### src/rtl/ghost_mode_if.sv
// ghost_mode_if: frame strobe, game events and AI outputs exchanged between the
// game logic (master) and the per-ghost mode controller (slave).
interface ghost_mode_if;
    logic       ce;
    logic       level_start;
    logic       power_pellet;
    logic       ghost_eaten;
    logic       at_home;
    logic [3:0] aiState;
    logic [5:0] aiTimer;
    logic       reverse;

    modport master (
        output ce, level_start, power_pellet, ghost_eaten, at_home,
        input  aiState, aiTimer, reverse
    );

    modport slave (
        input  ce, level_start, power_pellet, ghost_eaten, at_home,
        output aiState, aiTimer, reverse
    );
endinterface

### src/rtl/ghost_mode_ctrl.sv
// ghost_mode_ctrl: per-ghost behaviour-mode controller. Runs the scatter/chase
// phase schedule, frightened countdown, dead-return and house dwell, all paced
// by the frame strobe, and emits a one-cycle direction-reversal pulse.
// Optional feature macro: GHOST_FRIGHT_RELOAD_EN (an energizer eaten while
// frightened reloads the countdown instead of being ignored).
module ghost_mode_ctrl #(
    parameter int SCATTER_LONG       = 420,
    parameter int SCATTER_SHORT      = 300,
    parameter int CHASE_LEN          = 1200,
    parameter int FRIGHT_TICKS       = 48,
    parameter int FRIGHT_TICK_FRAMES = 8,
    parameter int HOUSE_FRAMES       = 60
) (
    input  logic        clk,
    input  logic        rst_n,
    ghost_mode_if.slave bus
);

    typedef enum logic [3:0] {
        ST_SCATTER    = 4'd0,
        ST_CHASE      = 4'd1,
        ST_FRIGHTENED = 4'd2,
        ST_HOUSE      = 4'd3,
        ST_DEAD       = 4'd4
    } state_e;

    state_e      state_q, state_d;
    logic [5:0]  timer_q, timer_d;
    logic        rev_q, rev_d;
    logic [2:0]  ph_q, ph_d;
    logic [11:0] phase_cnt_q, phase_cnt_d;
    logic [7:0]  sub_q, sub_d;
    logic [11:0] house_q, house_d;
    state_e      base_s;
    state_e      next_base_s;
    logic        reload_s;

    // Last frame index (length minus one) of each schedule phase.
    function automatic logic [11:0] phase_last(input logic [2:0] p);
        case (p)
            3'd0, 3'd2: phase_last = 12'(SCATTER_LONG - 1);
            3'd4, 3'd6: phase_last = 12'(SCATTER_SHORT - 1);
            default:    phase_last = 12'(CHASE_LEN - 1);
        endcase
    endfunction

    // Scheduled mode of a phase: even phases below 7 scatter, the rest chase.
    function automatic state_e base_of(input logic [2:0] p);
        if ((p[0] == 1'b0) && (p != 3'd7)) begin
            base_of = ST_SCATTER;
        end else begin
            base_of = ST_CHASE;
        end
    endfunction

    // Next-state logic; events are tested in priority order so a pellet or
    // arrival event consumes the cycle and any coincident frame count is lost.
    always_comb begin
        state_d     = state_q;
        timer_d     = timer_q;
        rev_d       = 1'b0;
        ph_d        = ph_q;
        phase_cnt_d = phase_cnt_q;
        sub_d       = sub_q;
        house_d     = house_q;
        base_s      = base_of(ph_q);
        next_base_s = base_of(ph_q + 3'd1);
`ifdef GHOST_FRIGHT_RELOAD_EN
        reload_s    = bus.power_pellet;
`else
        reload_s    = 1'b0;
`endif

        if (bus.level_start) begin
            state_d     = ST_SCATTER;
            timer_d     = 6'd0;
            ph_d        = 3'd0;
            phase_cnt_d = 12'd0;
            sub_d       = 8'd0;
            house_d     = 12'd0;
        end else begin
            case (state_q)
                ST_SCATTER, ST_CHASE: begin
                    if (bus.power_pellet) begin
                        state_d = ST_FRIGHTENED;
                        timer_d = 6'(FRIGHT_TICKS);
                        sub_d   = 8'd0;
                        rev_d   = 1'b1;
                    end else if (bus.ce) begin
                        if (phase_cnt_q == phase_last(ph_q)) begin
                            if (ph_q != 3'd7) begin
                                ph_d        = ph_q + 3'd1;
                                phase_cnt_d = 12'd0;
                                state_d     = next_base_s;
                                rev_d       = (next_base_s != base_s);
                            end else begin
                                phase_cnt_d = phase_cnt_q;   // final chase never ends
                            end
                        end else begin
                            phase_cnt_d = phase_cnt_q + 12'd1;
                        end
                    end else begin
                        phase_cnt_d = phase_cnt_q;
                    end
                end
                ST_FRIGHTENED: begin
                    if (bus.ghost_eaten) begin
                        state_d = ST_DEAD;
                        timer_d = 6'd0;
                    end else if (reload_s) begin
                        timer_d = 6'(FRIGHT_TICKS);
                        sub_d   = 8'd0;
                    end else if (bus.ce) begin
                        if (sub_q == 8'(FRIGHT_TICK_FRAMES - 1)) begin
                            sub_d = 8'd0;
                            if (timer_q <= 6'd1) begin
                                state_d = base_s;
                                timer_d = 6'd0;
                            end else begin
                                timer_d = timer_q - 6'd1;
                            end
                        end else begin
                            sub_d = sub_q + 8'd1;
                        end
                    end else begin
                        sub_d = sub_q;
                    end
                end
                ST_DEAD: begin
                    if (bus.at_home) begin
                        state_d = ST_HOUSE;
                        house_d = 12'd0;
                    end else begin
                        state_d = ST_DEAD;
                    end
                end
                ST_HOUSE: begin
                    if (bus.ce) begin
                        if (house_q == 12'(HOUSE_FRAMES - 1)) begin
                            state_d = base_s;
                            house_d = 12'd0;
                        end else begin
                            house_d = house_q + 12'd1;
                        end
                    end else begin
                        house_d = house_q;
                    end
                end
                default: begin
                    state_d     = ST_SCATTER;
                    timer_d     = 6'd0;
                    ph_d        = 3'd0;
                    phase_cnt_d = 12'd0;
                    sub_d       = 8'd0;
                    house_d     = 12'd0;
                end
            endcase
        end
    end

    // State and counter registers with asynchronous clear.
    always_ff @(posedge clk or negedge rst_n) begin
        if (!rst_n) begin
            state_q     <= ST_SCATTER;
            timer_q     <= 6'd0;
            rev_q       <= 1'b0;
            ph_q        <= 3'd0;
            phase_cnt_q <= 12'd0;
            sub_q       <= 8'd0;
            house_q     <= 12'd0;
        end else begin
            state_q     <= state_d;
            timer_q     <= timer_d;
            rev_q       <= rev_d;
            ph_q        <= ph_d;
            phase_cnt_q <= phase_cnt_d;
            sub_q       <= sub_d;
            house_q     <= house_d;
        end
    end

    assign bus.aiState = state_q;
    assign bus.aiTimer = timer_q;
    assign bus.reverse = rev_q;

endmodule

### src/flat_wrapper.sv
// flat-port wrapper written by rule: the top's interface ports become plain ports
module ghost_mode_ctrl_flat 
#(
    parameter int SCATTER_LONG       = 420,
    parameter int SCATTER_SHORT      = 300,
    parameter int CHASE_LEN          = 1200,
    parameter int FRIGHT_TICKS       = 48,
    parameter int FRIGHT_TICK_FRAMES = 8,
    parameter int HOUSE_FRAMES       = 60
)
  (clk, rst_n, bus_ce, bus_level_start, bus_power_pellet, bus_ghost_eaten, bus_at_home, bus_aiState, bus_aiTimer, bus_reverse);
  ghost_mode_if bus_i ();
  input  logic clk;
  input  logic rst_n;
  input wire logic [$bits(bus_i.ce)-1:0] bus_ce;
  input wire logic [$bits(bus_i.level_start)-1:0] bus_level_start;
  input wire logic [$bits(bus_i.power_pellet)-1:0] bus_power_pellet;
  input wire logic [$bits(bus_i.ghost_eaten)-1:0] bus_ghost_eaten;
  input wire logic [$bits(bus_i.at_home)-1:0] bus_at_home;
  output wire logic [$bits(bus_i.aiState)-1:0] bus_aiState;
  output wire logic [$bits(bus_i.aiTimer)-1:0] bus_aiTimer;
  output wire logic [$bits(bus_i.reverse)-1:0] bus_reverse;
  assign bus_i.ce = bus_ce;
  assign bus_i.level_start = bus_level_start;
  assign bus_i.power_pellet = bus_power_pellet;
  assign bus_i.ghost_eaten = bus_ghost_eaten;
  assign bus_i.at_home = bus_at_home;
  assign bus_aiState = bus_i.aiState;
  assign bus_aiTimer = bus_i.aiTimer;
  assign bus_reverse = bus_i.reverse;
  ghost_mode_ctrl #(.SCATTER_LONG(SCATTER_LONG), .SCATTER_SHORT(SCATTER_SHORT), .CHASE_LEN(CHASE_LEN), .FRIGHT_TICKS(FRIGHT_TICKS), .FRIGHT_TICK_FRAMES(FRIGHT_TICK_FRAMES), .HOUSE_FRAMES(HOUSE_FRAMES)) u_core (.clk(clk), .rst_n(rst_n), .bus(bus_i));
endmodule
### config.mk
export PLATFORM = sky130hd
export DESIGN_NAME = ghost_mode_ctrl_flat
export DESIGN_NICKNAME = d
export VERILOG_FILES = /design/src/rtl/ghost_mode_if.sv /design/src/rtl/ghost_mode_ctrl.sv /design/src/flat_wrapper.sv
export SDC_FILE = /design/constraint.sdc
export NUM_CORES = 1
export LEC_CHECK = 0
export CAP_MARGIN = 5
export CORE_MARGIN = 2
export CORE_UTILIZATION = 35
export DETAILED_ROUTE_END_ITERATION = 6
export SLEW_MARGIN = 20
export SYNTH_ARGS = -nofsm -noshare
export SYNTH_HDL_FRONTEND = slang
export SYNTH_SLANG_ARGS = --single-unit
export TNS_END_PERCENT = 20
### constraint.sdc
create_clock -name clk -period 4.8 [get_ports clk]
set_input_delay 1.44 -clock clk [delete_from_list [all_inputs] [get_ports clk]]
set_output_delay 1.44 -clock clk [all_outputs]
set_load 0.02 [all_outputs]
=== Word level (Yosys, flattened, before mapping) ===
Cells that the tools add are included.

* Logic and storage cells: 120
* Input port bits: 7
* Flip-flop bits (word level): 46
* Output and inout bits: 11

* Multiplexer cells: 56
* Magnitude comparators: 1
* Bitwise operators: 2
* Add/sub/neg operators: 5
* Equality and inequality tests: 33
* Reduce and logical (&&, ||, !) cells: 16

{| class="wikitable"
|+ Operator list
! cell !! count
|-
| $mux 12 || 13
|-
| $mux 4 || 11
|-
| $mux 8 || 5
|-
| $mux 6 || 6
|-
| $pmux 12 s3 || 1
|-
| $ne 3x3->1 const B || 9
|-
| $add 12x1->12 const B || 2
|-
| $pmux 12 s2 || 1
|-
| $pmux 8 s3 || 1
|-
| $pmux 11 s2 || 1
|-
| $mux 3 || 6
|-
| $pmux 6 s3 || 1
|-
| $ne 4x3->1 const B || 4
|-
| $pmux 4 s4 || 1
|-
| $eq 12x12->1 || 1
|-
| $eq 12x6->1 const B || 1
|-
| $ne 4x4->1 const B || 3
|-
| $reduce_and 4->1 || 3
|-
| $ne 3x2->1 const B || 3
|-
| $add 8x1->8 const B || 1
|-
| $eq 4x2->1 const B || 2
|-
| $eq 8x3->1 const B || 1
|-
| $mux 1 || 8
|-
| $reduce_and 8->1 || 1
|-
| 18 further kinds || 27
|}

=== Longest topological paths before layout ===
Gate-level depths: netlist of run 1.

* Word-level depth: 13
* Mapped depth: 7
* Mapped depth without buffers: 7

=== Least setup slack after synthesis of run 1 ===
OpenSTA, ideal clock, no wires.

* Kind: input to register
* Start: in bus_level_start
* End: reg u_core.state_q[0] (netlist: u_core.bus.aiState[0])
* Buffers on the path: 1
* Library setup time: 0.125 ns
* Path slack: 1.838 ns
* Stages: 6
* Required time: 4.675 ns
* Arrival: 2.837 ns
* Cell sequence: clkbuf_1 a211oi_1 o311ai_4 and4bb_1 o31ai_2 mux2_4

* Word-level cells in the longest chain between the ends: 2
* Elaborated cells on any way between the ends: 10
* Classes of those cells: 8 x eq/ne; 1 x mux; 1 x reduce/logical

{| class="wikitable"
|+ Ends and longest elaborated chain
! item !! line !! RTL
|-
| start, declared || flat_wrapper.sv:16 || <nowiki>input wire logic [$bits(bus_i.level_start)-1:0] bus_level_start;</nowiki>
|-
| $ne 4x3->1 (no source line) (tied with other cells) || n/a ||
|-
| $reduce_and 8->1 (no source line) || n/a ||
|-
| end signal, assigned || ghost_mode_ctrl.sv:172 || <nowiki>state_q <= state_d;</nowiki>
|-
| end, declared || ghost_mode_ctrl.sv:27 || <nowiki>state_e state_q, state_d;</nowiki>
|}

Parallel ways exist; a longest one is shown, timed or not.
A chain may end at the register's enable or synchronous reset.

=== Worst setup path in the final report of run 1 ===
Same ends and word-level chain as after synthesis.

==> results of run 1 <==
-- cells in the mapped netlist (all sizes together) (2+ instances only) --
cell	number	area share (%)
and4bb	3	1.3
nand2	18	2.3
nor3b	3	0.76
nand4	4	0.85
o2111ai	4	1.2
or3	6	1.4
or4	2	0.51
clkbuf	4	0.51
o41ai	2	1.2
and4	2	0.59
nand2b	4	0.85
nor3	10	1.7
a21o	2	0.51
mux2i	2	0.81
a21oi	10	1.8
nor2	29	3.7
nor4b	3	1.1
inv	14	1.8
a311oi	2	1.0
dfrtp	45	38
a211oi	2	0.51
nor4	11	3.4
a22o	2	0.59
nand3	16	2.7
and2	2	0.42
or2	3	0.64
mux2	2	0.89
a211o	5	1.5
xor2	9	2.7
o21ai	26	4.4
o211ai	3	0.76
o21a	2	0.51
ha	10	4.2
and3	10	2.1
o22ai	3	0.64
a31oi	8	1.9
buf	12	2.5
nor2b	3	0.64
o31ai	11	3.0
-- power by group through the flow --
stage / clock network (uW) / registers [uW] / logic (uW)
finish: 239 / 474 / 331
floorplan: 0 / 471 / 246
global placement: 0 / 480 / 329
CTS: 250 / 473 / 333
detailed placement: 0 / 481 / 332
global route: 267 / 483 / 368
-- layout make-up --
type	instances	area share [%]
Inverter	14	1.61
Tap cell	105	4.03
Sequential cell	45	34.6
Clock buffer	7	2.65
Multi-Input combinational cell	245	51.6
Timing Repair Buffer	19	5.53
-- stage by stage --
step	setup WS (ps)	instances	instance area, um^2	hold WS [ps]
after floorplan	1840	320	2950	437
after global placement	1010	428	3170	464
after detailed placement	966	428	3170	466
after CTS	1300	435	3260	483
after global routing	1170	435	3260	532
final	1300	435	3260	482
-- worst max-delay path by stage --
stage                             to  slack, ps  cells past startpoint
6_report       u_core.bus.aiState[0]       1300                      7
5_1_grt        u_core.bus.aiState[0]       1170                      7
4_1_cts        u_core.bus.aiState[0]       1300                      7
3_5_place_dp   u_core.bus.aiState[0]        970                      7
3_3_place_gp   u_core.bus.aiState[0]       1010                      7
2_1_floorplan  u_core.bus.aiState[0]       1840                      6
-- metal layers --
| layer | share of wire [%] | wire, um |
|---|---|---|
| met3 | 2.6 | 164 |
| met4 | 1.4 | 88 |
| met2 | 45 | 2850 |
| met1 | 51 | 3190 |
| met5 | 0 | 0 |
-- kinds of logic after synthesis --
family	Yosys count
muxes	4
xor gates and xnor gates	9
DFF	45
and+or+nand+nor	133
other	1
buffers and inverters	30
adders and majority gates	10
AOI/OAI and AO/OA	88
-- worst max-delay path, delay by kind of cell --
kind / cells / cell delay, ps
multiplexers: 1 / 320
AO/OA/AOI/OAI: 2 / 300
AND/OR/NAND/NOR: 2 / 740
buffers and inverters: 2 / 870
-- layout by cell type (no fill, tap or decap), types with 7 or more instances in the layout --
cell             count
o31ai_1             10
nand3_1             16
xor2_1               9
a31oi_1              7
ha_1                10
inv_1               14
nor3_1              10
nor2_1              29
clkdlybuf4s50_1     15
and3_1              10
o21ai_0             26
nor4_1               9
nand2_1             18
dfrtp_1             45
a21oi_1              9
-- state kept, by name (all words and copies together), names as in the netlist --
register	flops
u_core.bus.reverse	1
u_core.ph_q	3
u_core.phase_cnt_q	12
u_core.sub_q	8
u_core.house_q	12
u_core.bus.aiState	3
u_core.bus.aiTimer	6
==> flow_summary.toml, run 1 <==
[synth]
synth_area_um2 = 2950
synth_compound_area_share_pct = 21.9
avgSynthCellArea_um2 = 9.22
synthXorXnorAreaFrac_pct = 2.67
ys_seq_elements = 45
synthArstFlopShare_pct = 100
synthesis.nets = 337
ys_types = 63
synth_fa_ha_area_share_pct = 4.24
synth.yosys.seq_area_share_pct = 38.2
synth_top_flop_cell = "dfrtp_1"
synth_top_family_by_area = "simple AND/OR/NAND/NOR gates"
synth_simple_gate_area_share_pct = 26.3
ys_warn_count = 0
synth_mux_area_share_pct = 1.70
synth_enable_flop_cells = 0
syn_inst = 320

[floorplanning]
die_w_um = 95.8
ios = 18
num_rows = 33
core_area_um2 = 8180
fp.dieArea_um2 = 9180
die_y_um = 95.8
initial_core_util_pct = 36.1

[drt]
ant_nets = 0
route.detailed.drc = 0
vias = 2440
first_pass_iters = 4
routed_via_density = 5.61
wl_per_cell_um = 14.5
wl_um = 6300
drt_iter0_markers = 79

[sta]
final_hold_viol_count = 0
drv_slew = 0
fmax_mhz = 286
skew_ps = 2.61
fin_tns_setup_ps = 0
slew_headroom_pct = 50.1
setup_viol = 0
rsz0062_at_grt = "no"
finalCriticalPeriod_ps = 3500
worstMarginPinSlew_ps = 730
finalCritPeriodShare_pct = 72.8

[final_layout]
final_nets = 347
utilization_pct = 39.9
layout-drive-gt1-share_pct = 8.48
multi_input_area_um2 = 1680
ff_latch_area_um2 = 1130
area.growth.synth_to_final_pct = 10.5
n_antenna_cell = 0
fillers = 800

[grt]
overflow = 0
grt_max_degree = 46
track_usage_pct = 14.7
grt_antenna_before_repair = 0
top_usage_layer = "met2"
use_met2_pct = 23.0
use_met3_pct = 2.66
grt_pass1_wl_um = 10700
grt_pass1_vias = 2182
met1_usage_pct = 20.8

[clocking]
ctsLongestPathBuffers = 2
numClockSinks = 45
cts_buffers = 5
htreeDepth = 2
root_buffer = "clkbuf_8"
cts_tree = "built"
hold_buffers = 0
cts.repair.resized = 0
path_clk_slew_ps = 80
cts_setup_buffers = 0
worstSkewPairLatency_ps = 290

[placement]
dpl.hpwl_um = 4540
gp_congestion = 0.833
io_buffers = 16

[setup_path]
startpoint_type = "input port"
crit_chain = "clkdlybuf4s50_1 > buf_4 > or4bb_1 > a31oi_2 > and4bb_1 > o31ai_2 > mux2_4"
crit_type = "in -> reg"
cp_slowest_cell = "clkdlybuf4s50_1"
cp-end-kind = "flip-flop"
r2r.worst_path.cells = 5
r2r_end = "u_core.bus.aiState[0]"
r2r_slack_ps = 2440
critPathMaxFanout = 11
slowest_delay_ps = 600
worstPathArrival_ps = 3680
critPathLaunch = "bus_level_start"
required_ps = 4990
r2r_start = "u_core.bus.aiState[2]"

[power_and_ir_drop]
comb_power_share_pct = 31.7
report.power.total_uw = 1040
ir_worst_vdd_v = 0.000148
clock_power_share_pct = 22.9
powerDensity_nw_per_um2 = 320
leakagePower_uw = 0.00137
seqPwrFrac_pct = 45.4
p_sw_uw = 383
p_int_uw = 661
switching_share_pct = 36.7

[outcome]
status = "finished clean"

[worst_hold_path]
hold_class = "reg -> reg"
holdPathStages = 1
hold_end = "u_core.sub_q[7]"
hp-start = "u_core.sub_q[7]"

[run]
maxCapViolCount = 0
(Power assumes the default switching activity.)
==> inputs of run 2 (changes only) <==
clock period = 3.2 ns   (was 4.8 ns; I/O delays follow)
==> run 2 against run 1 <==
  * Clock-buffer cell count down 2
  * Die area unchanged
  * Critical path depth down 1
  * Via count up 0.61%
  * Cell area up 2.2%
  * Critical endpoint unchanged
  * Highest routed layer unchanged
==> flow_summary.toml, run 2 (synthesis results as in run 1) <==
[outcome]
status = "finished clean"

[final_layout]
n_antenna_cell = 0
final_nets = 356
area.growth.synth_to_final_pct = 12.9
layout_common_cells = "dfrtp_1 (45), nor2_1 (29), o21ai_0 (26), nand2_1 (18), nand3_1 (16)"
final_common_cell = "dfrtp_1"
top_regs = "u_core.house_q: 12 flops, u_core.phase_cnt_q: 12 flops, u_core.sub_q: 8 flops"
utilization_pct = 40.7
layout-drive-gt1-share_pct = 11.5
stdcell_area_um2 = 3330

[drt]
route.detailed.drc = 0
vias = 2455
routed_via_density = 5.52
first_pass_iters = 4
wl_um = 6450
ant_nets = 0
wl_per_cell_um = 14.5
drt_iter0_markers = 148

[placement]
dpl.hpwl_um = 4580
io_buffers = 16
gp_congestion = 0.795
placed_area_um2 = 3240
dp_worst_setup_slack_ps = 109

[clocking]
ctsLongestPathBuffers = 2
worstSkewPairLatency_ps = 300
htreeDepth = 2
cts.repair.resized = 0
cts_buffers = 5
cts_tree = "built"
root_buffer = "clkbuf_8"
numClockSinks = 45
path_clk_slew_ps = 100
hold_buffers = 0
cts_setup_buffers = 0

[power_and_ir_drop]
powerDensity_nw_per_um2 = 486
leakagePower_uw = 0.00141
ir_worst_vdd_v = 0.000220

[grt]
grt_antenna_before_repair = 0
grt_max_degree = 46
grt_pass1_wl_um = 11000
grt_pass1_vias = 2279
overflow = 0
track_usage_pct = 14.9

[setup_path]
cp_slowest_cell = "or4b_4"
crit_buf_inv = 1
startpoint_type = "input port"
worstPathArrival_ps = 2980
cp-end-kind = "flip-flop"
crit_type = "in -> reg"
crit_chain = "clkdlybuf4s50_1 > or4b_4 > a311oi_2 > and4bb_1 > o31ai_2 > mux2_4"
slowest_delay_ps = 540
required_ps = 3400
critPathMaxFanout = 5
crit_family = "simple AND/OR/NAND/NOR gates"

[sta]
drv_slew = 0
slew_headroom_pct = 59.8
fmax_mhz = 359
final_hold_viol_count = 0
timing.final.ws_setup_ps = 414
rsz0062_at_grt = "no"
fin_tns_setup_ps = 0
finalCriticalPeriod_ps = 2790
finalCritPeriodShare_pct = 87.1
setup_viol = 0
worstMarginPinSlew_ps = 599
skew_ps = 8.49

[floorplanning]
die_y_um = 95.8
ios = 18
fp.dieArea_um2 = 9180
initial_core_util_pct = 36.1
die_w_um = 95.8
core_area_um2 = 8180
num_rows = 33

[run]
maxCapViolCount = 0

[worst_hold_path]
hold_class = "reg -> reg"
run 2: cell types whose count changed in the layout (fill, tap and decap cells not counted), sizes merged:
cell / before / now
buf: 4 / 13
clkinvlp: 0 / 1
inv: 14 / 16
clkbuf: 7 / 5
run 2: final cells by class:
type                       instances  area (um^2)
clock inverter                     3         25.0
multi-input combinational        245         1680
clock buffer                       5         68.8
sequential                        45         1130
fill                             822         4840
tap                              105          131
inverter                          14         52.6
timing repair buffer              28          245
run 2: path summary, 6_finish.rpt:
check                                            from               endpoint  slack (ps)  cells after the start
worst min-delay path                  u_core.sub_q[7]        u_core.sub_q[7]         490                      1
min in group asynchronous                       rst_n  u_core.phase_cnt_q[5]         740                      2
max in group asynchronous                       rst_n        u_core.sub_q[0]        2070                      2
worst max register to register  u_core.bus.aiState[1]  u_core.bus.aiState[0]         860                      5
worst min register to register        u_core.sub_q[7]        u_core.sub_q[7]         490                      1
worst max-delay path                  bus_level_start  u_core.bus.aiState[0]         410                      6
run 2: through the flow:
stage                     hold WS, ps  instances  total power [uW]
after floorplan                   437        320              1080
after global placement            480        437              1250
after detailed placement          487        437              1250
after CTS                         500        445              1640
after global routing              520        445              1720
final                             492        445              1620
run 2: worst register-to-register path, cell delays in order, from the launching register on:
cell,delay [ps]
dfrtp_1,690
or4b_4,560
a311oi_2,320
and4bb_1,280
o31ai_2,80
mux2_4,320
run 2: report_power, final:
part	switching, uW	total [uW]	internal (uW)
sequential	88.6	703	614
combinational	306	534	228
clock	222	382	160
total	616	1620	1000
run 2: routing by layer:
layer,GRT usage [%],wire [um],vias up
li1,-,-,1235
met1,21.4,3220,1183
met2,23.0,3000,30
met3,2.90,164,7
met4,4.17,70,0
met5,0,0,-
